<file path="src/rtl/usb_pkg.sv">
// Shared USB encoder types and constants.
package usb_pkg;

    typedef enum logic [1:0] {
        IDLE  = 2'd0,
        SEND  = 2'd1,
        STUFF = 2'd2
    } stuff_state_e;

    // A stuffed 0 follows the sixth consecutive 1.
    localparam int MAX_ONES = 6;
    localparam int ONES_W   = 3;
    localparam int CNT_W    = 8;

endpackage

</file>
<file path="src/rtl/bit_stuffer_encode_if.sv">
// Bit stream in from the CRC stage, stuffed stream out toward the NRZI encoder.
interface bit_stuffer_encode_if;
    import usb_pkg::*;

    logic             in_valid;
    logic             in_bit;
    logic             in_ready;
    logic             out_bit;
    logic             out_valid;
    logic [CNT_W-1:0] stuff_cnt;

    modport master (
        output in_valid, in_bit,
        input  in_ready, out_bit, out_valid, stuff_cnt
    );

    modport slave (
        input  in_valid, in_bit,
        output in_ready, out_bit, out_valid, stuff_cnt
    );

endinterface

</file>
<file path="src/rtl/bit_stuffer_encode_fsm.sv">
// Packet/stuff sequencing for the bit stuffer; the datapath lives in the top.
module bit_stuffer_encode_fsm
    import usb_pkg::*;
(
    input  logic              clock,
    input  logic              reset_n,
    input  logic              in_valid,
    input  logic              in_bit,
    input  logic [ONES_W-1:0] ones_cnt,
    output stuff_state_e      state,
    output logic              in_ready
);

    stuff_state_e next_state;
    logic         run_full;

    // Accepting this 1 completes a run of MAX_ONES.
    assign run_full = in_bit && (ones_cnt == ONES_W'(MAX_ONES - 1));

    always_ff @(posedge clock) begin
        if (!reset_n) state <= IDLE;
        else          state <= next_state;
    end

    always_comb begin
        next_state = state;
        in_ready   = 1'b1;
        case (state)
            IDLE: begin
                if (in_valid) next_state = SEND;
            end
            SEND: begin
                if (!in_valid)    next_state = IDLE;
                else if (run_full) next_state = STUFF;
            end
            STUFF: begin
                // Entered even if the packet ended on the sixth 1.
                in_ready   = 1'b0;
                next_state = SEND;
            end
            default: next_state = IDLE;
        endcase
    end

endmodule

</file>
<file path="src/rtl/bit_stuffer_encode.sv">
// USB bit stuffer: inserts a 0 after every six consecutive 1s of a packet.
module bit_stuffer_encode
    import usb_pkg::*;
(
    input  logic                 clock,
    input  logic                 reset_n,
    bit_stuffer_encode_if.slave  bus
);

    stuff_state_e      state;
    logic              in_ready;
    logic              accept;
    logic              pkt_start;
    logic              stuffing;
    logic [ONES_W-1:0] ones_cnt;
    logic              out_bit;
    logic              out_valid;
    logic [CNT_W-1:0]  stuff_cnt;

    bit_stuffer_encode_fsm u_fsm (
        .clock    (clock),
        .reset_n  (reset_n),
        .in_valid (bus.in_valid),
        .in_bit   (bus.in_bit),
        .ones_cnt (ones_cnt),
        .state    (state),
        .in_ready (in_ready)
    );

    assign accept    = bus.in_valid & in_ready;
    assign pkt_start = (state == IDLE) & bus.in_valid;
    assign stuffing  = (state == STUFF);

    always_ff @(posedge clock) begin
        if (!reset_n) begin
            ones_cnt  <= '0;
            out_bit   <= 1'b0;
            out_valid <= 1'b0;
            stuff_cnt <= '0;
        end else begin
            if (pkt_start)                     stuff_cnt <= '0;
            else if (stuffing && stuff_cnt != '1) stuff_cnt <= stuff_cnt + 1'b1;

            if (accept) begin
                out_bit   <= bus.in_bit;
                out_valid <= 1'b1;
                // The sixth 1 wraps the run back to zero; the stuff cycle follows.
                ones_cnt  <= (bus.in_bit && ones_cnt != ONES_W'(MAX_ONES - 1))
                             ? ones_cnt + 1'b1 : '0;
            end else if (stuffing) begin
                out_bit   <= 1'b0;
                out_valid <= 1'b1;
            end else begin
                out_bit   <= 1'b0;
                out_valid <= 1'b0;
                ones_cnt  <= '0;
            end
        end
    end

    assign bus.in_ready  = in_ready;
    assign bus.out_bit   = out_bit;
    assign bus.out_valid = out_valid;
    assign bus.stuff_cnt = stuff_cnt;

endmodule

</file>
<file path="src/flat_wrapper.sv">
// flat-port wrapper written by rule: the top's interface ports become plain ports
module bit_stuffer_encode_flat import usb_pkg::*;
  (clock, reset_n, bus_in_valid, bus_in_bit, bus_in_ready, bus_out_bit, bus_out_valid, bus_stuff_cnt);
  bit_stuffer_encode_if bus_i ();
  input  logic clock;
  input  logic reset_n;
  input wire logic [$bits(bus_i.in_valid)-1:0] bus_in_valid;
  input wire logic [$bits(bus_i.in_bit)-1:0] bus_in_bit;
  output wire logic [$bits(bus_i.in_ready)-1:0] bus_in_ready;
  output wire logic [$bits(bus_i.out_bit)-1:0] bus_out_bit;
  output wire logic [$bits(bus_i.out_valid)-1:0] bus_out_valid;
  output wire logic [$bits(bus_i.stuff_cnt)-1:0] bus_stuff_cnt;
  assign bus_i.in_valid = bus_in_valid;
  assign bus_i.in_bit = bus_in_bit;
  assign bus_in_ready = bus_i.in_ready;
  assign bus_out_bit = bus_i.out_bit;
  assign bus_out_valid = bus_i.out_valid;
  assign bus_stuff_cnt = bus_i.stuff_cnt;
  bit_stuffer_encode u_core (.clock(clock), .reset_n(reset_n), .bus(bus_i));
endmodule
</file>
<file path="config.mk">
export PLATFORM = sky130hd
export DESIGN_NAME = bit_stuffer_encode_flat
export DESIGN_NICKNAME = d
export VERILOG_FILES = /design/src/rtl/usb_pkg.sv /design/src/rtl/bit_stuffer_encode_if.sv /design/src/rtl/bit_stuffer_encode_fsm.sv /design/src/rtl/bit_stuffer_encode.sv /design/src/flat_wrapper.sv
export SDC_FILE = /design/constraint.sdc
export NUM_CORES = 1
export LEC_CHECK = 0
export CAP_MARGIN = 20
export CORE_MARGIN = 4
export CORE_UTILIZATION = 51
export CTS_BUF_LIST = sky130_fd_sc_hd__clkbuf_4
export DETAILED_ROUTE_END_ITERATION = 8
export GPL_ROUTABILITY_DRIVEN = 0
export PLACE_DENSITY = 0.82
export SLEW_MARGIN = 20
export SYNTH_ARGS = -nofsm -noshare
export SYNTH_HDL_FRONTEND = slang
export SYNTH_SLANG_ARGS = --single-unit
</file>
<file path="constraint.sdc">
create_clock -name clock -period 1.9 [get_ports clock]
set_input_delay 0.57 -clock clock [delete_from_list [all_inputs] [get_ports clock]]
set_output_delay 0.57 -clock clock [all_outputs]
set_load 0.02 [all_outputs]
</file>
==> flow_metrics.tcl <==
set metrics [dict create \
    viasPerCell 5.750 \
    min_period_over_period_pct 93.13 \
    grt_antenna_before_repair 0 \
    rsz0062_at_grt "false" \
    cts_tree "yes" \
    critPathTopFamily "buffers and inverters" \
    timing.fmax_mhz 565.2 \
    cts_max_level 1 \
    path_cells "clkdlybuf4s50_1" \
    crit_arrival_ns 1.20 \
    yosysTopAreaCell "dfxtp_1" \
    grt_pass1_vias 563 \
    drc 0 \
    holdBufCountCts 0 \
    clkTransAtPathRegs_ns 0.09 \
    mostFrequentLayoutCell "dfxtp_1" \
    yosysSeqAreaShare_pct 42.86 \
    syn_area_sq_um 700.7 \
    critPathBufInv 1 \
    worstPathRequired_ns 1.33 \
    nNetsFinal 109 \
    yosysTopAreaCellShare_pct 42.86 \
    area_growth_pct 31.07 \
    wire_per_inst_microns 12.29 \
    cts-root-buf "clkbuf_4" \
    power.leakage_nw 0.4061 \
    cp-start-kind "register" \
    place_inst 112 \
    grt_max_degree 10 \
    status "completed" \
    mostFrequentLayoutCells "dfxtp_1 (14), nor2_1 (9), nand2_1 (8), dlygate4sd2_1 (8), nand3_1 (6)" \
    port_buffers 14 \
    die_y_microns 45.07 \
    grt_pass1_wl_microns 2346 \
    diodes 0 \
    clock-sinks 15 \
    initial_core_util_pct 53.85 \
    core_sq_um 1301 \
    setup_viol 0 \
    grt.total_usage_pct 15.82 \
    antenna_left 0 \
    ys_ff_latch 15 \
    skew_ns 0.004943 \
    dr_total_vias 667 \
    hp-class "register to register" \
    worstPathMaxFanout 1 \
    drv_slew 0 \
    synth_cells 78 \
    hpwl_microns 1100 \
    drtIter0Drc 7 \
    worstMarginPinSlew_ns 0.2703 \
    synth_cell_types 29 \
    crit_path_top_delay_cell "clkdlybuf4s50_1" \
    cts_buffers 3 \
    clock_latency_ns 0.29 \
    cts.path.max_buffers 2 \
    tns_ns 0 \
    drv_cap 0 \
    fin_crit_ns 1.769 \
    wirelength_microns 1426 \
    fp.dieW_microns 45.07 \
    yosysWarnings 0 \
    synth_nets 85 \
    num_io_pins 15 \
    end_kind "output port" \
    final_layout_size_suffix_gt1_share_pct 14.85 \
    fin_cells 116 \
    grt-ovfl-total 0 \
    reg2reg_slack_ns 0.35 \
    dieArea_sq_um 2031 \
    avgSynthCellArea_sq_um 8.983 \
    crit_type "register to output port" \
    peakVddDrop_mv 0.4131 \
    relSlewSlack_pct 81.73 \
    dr.pass1.iters 4 \
    cpPeakStageDelay_ns 0.59 \
    rows 13 \
    synthTopCellsByArea "dfxtp_1 (43%), ha_1 (5.4%), nor2_1 (4.8%)" \
    p_per_area_nw_per_um2 591.4 \
    timing_hold_violations_final 0 \
]
-- worst paths after layout --
path	from	to	cells past startpoint
max reg2reg	u_core.bus.stuff_cnt[0]	u_core.bus.stuff_cnt[1]	5
min reg2reg	u_core.ones_cnt[1]	u_core.ones_cnt[1]	2
min	u_core.ones_cnt[1]	u_core.ones_cnt[1]	2
max	u_core.bus.out_valid	bus_out_valid	1
-- cell families (layout without fill, tap and decap cells) --
kind of cell | Yosys count | count (layout) | synth area share, %
compound gates | 17 | 17 | 16.79
xor+xnor | 2 | 2 | 2.500
fa+ha+maj | 3 | 3 | 5.358
buf+inv | 3 | 26 | 1.607
flops | 15 | 15 | 42.86
mux | 2 | 2 | 2.857
simple gates | 36 | 36 | 28.04
-- report_power, final --
part	internal (mW)	leakage (nW)	switching, mW
registers	0.319	0.122	0.00370
logic	0.0178	0.266	0.0177
clock network	0.0782	0.0177	0.107
-- synthesized netlist by cell type --
cell type	n
a211o_1	2
a21oi_1	4
a41o_1	1
and3_1	1
dfxtp_1	15
ha_1	3
inv_1	2
inv_2	1
mux2i_1	2
nand2_1	8
nand2b_1	2
nand3_1	6
nand4_2	1
nor2_1	9
nor2b_4	1
nor3_1	3
nor3b_1	1
nor4_2	1
nor4b_1	1
o211a_1	1
o211ai_1	2
o21ai_0	3
o21ai_1	1
o21ai_2	1
o21bai_1	1
o311ai_0	1
or3_1	1
or4_1	1
xor2_1	2
-- flip-flops by register name, summed over array words and instances, names as in the netlist --
name and cells:
u_core.bus.out_bit 1, u_core.u_fsm.state 2, u_core.ones_cnt 3, u_core.bus.out_valid 1
u_core.bus.stuff_cnt 8
-- through the flow --
step                      cell area [sq um]  power (mW)  setup WS, ns  utilization (%)  hold WS (ns)
after global placement                897.1      0.3638       0.06473            68.94        0.4599
after CTS                             915.9      0.5517      0.004094            70.38        0.4881
after detailed placement              897.1      0.3645       0.04688            68.94        0.4742
after floorplan                       700.7      0.3428        0.3463                -        0.4486
after global routing                  918.4      0.5641       0.09918            70.58        0.5162
final                                 918.4      0.5431        0.1306            70.58        0.4792
-- what timing repair did --
action / 4_1_cts / 5_1_grt
gates resized for setup: 9 / 1
buffers inserted: 0 / 0
endpoints found under the setup margin: 8 / 1
hold endpoints to repair: 0 / 0
gates cloned: 0 / 0
-- cell type report --
class | count | area, sq um
Multi-Input combinational cell | 60 | 389.1
Fill cell | 106 | 382.9
Sequential cell | 15 | 301.5
Timing Repair Buffer | 19 | 170.2
Clock buffer | 3 | 22.52
Tap cell | 15 | 18.77
Inverter | 3 | 11.26
Clock inverter | 1 | 5.005
-- per-layer routing --
metal	up-vias	wire length (microns)	share of wire, %	global-route usage (%)
met2	22	645	45	24.29
met3	4	63	4.4	3.586
met1	308	697	49	21.03
met5	-	0	0	0
li1	333	-	-	-
met4	0	20	1.4	7.018
Note: power is estimated with default switching activity, not from simulation.
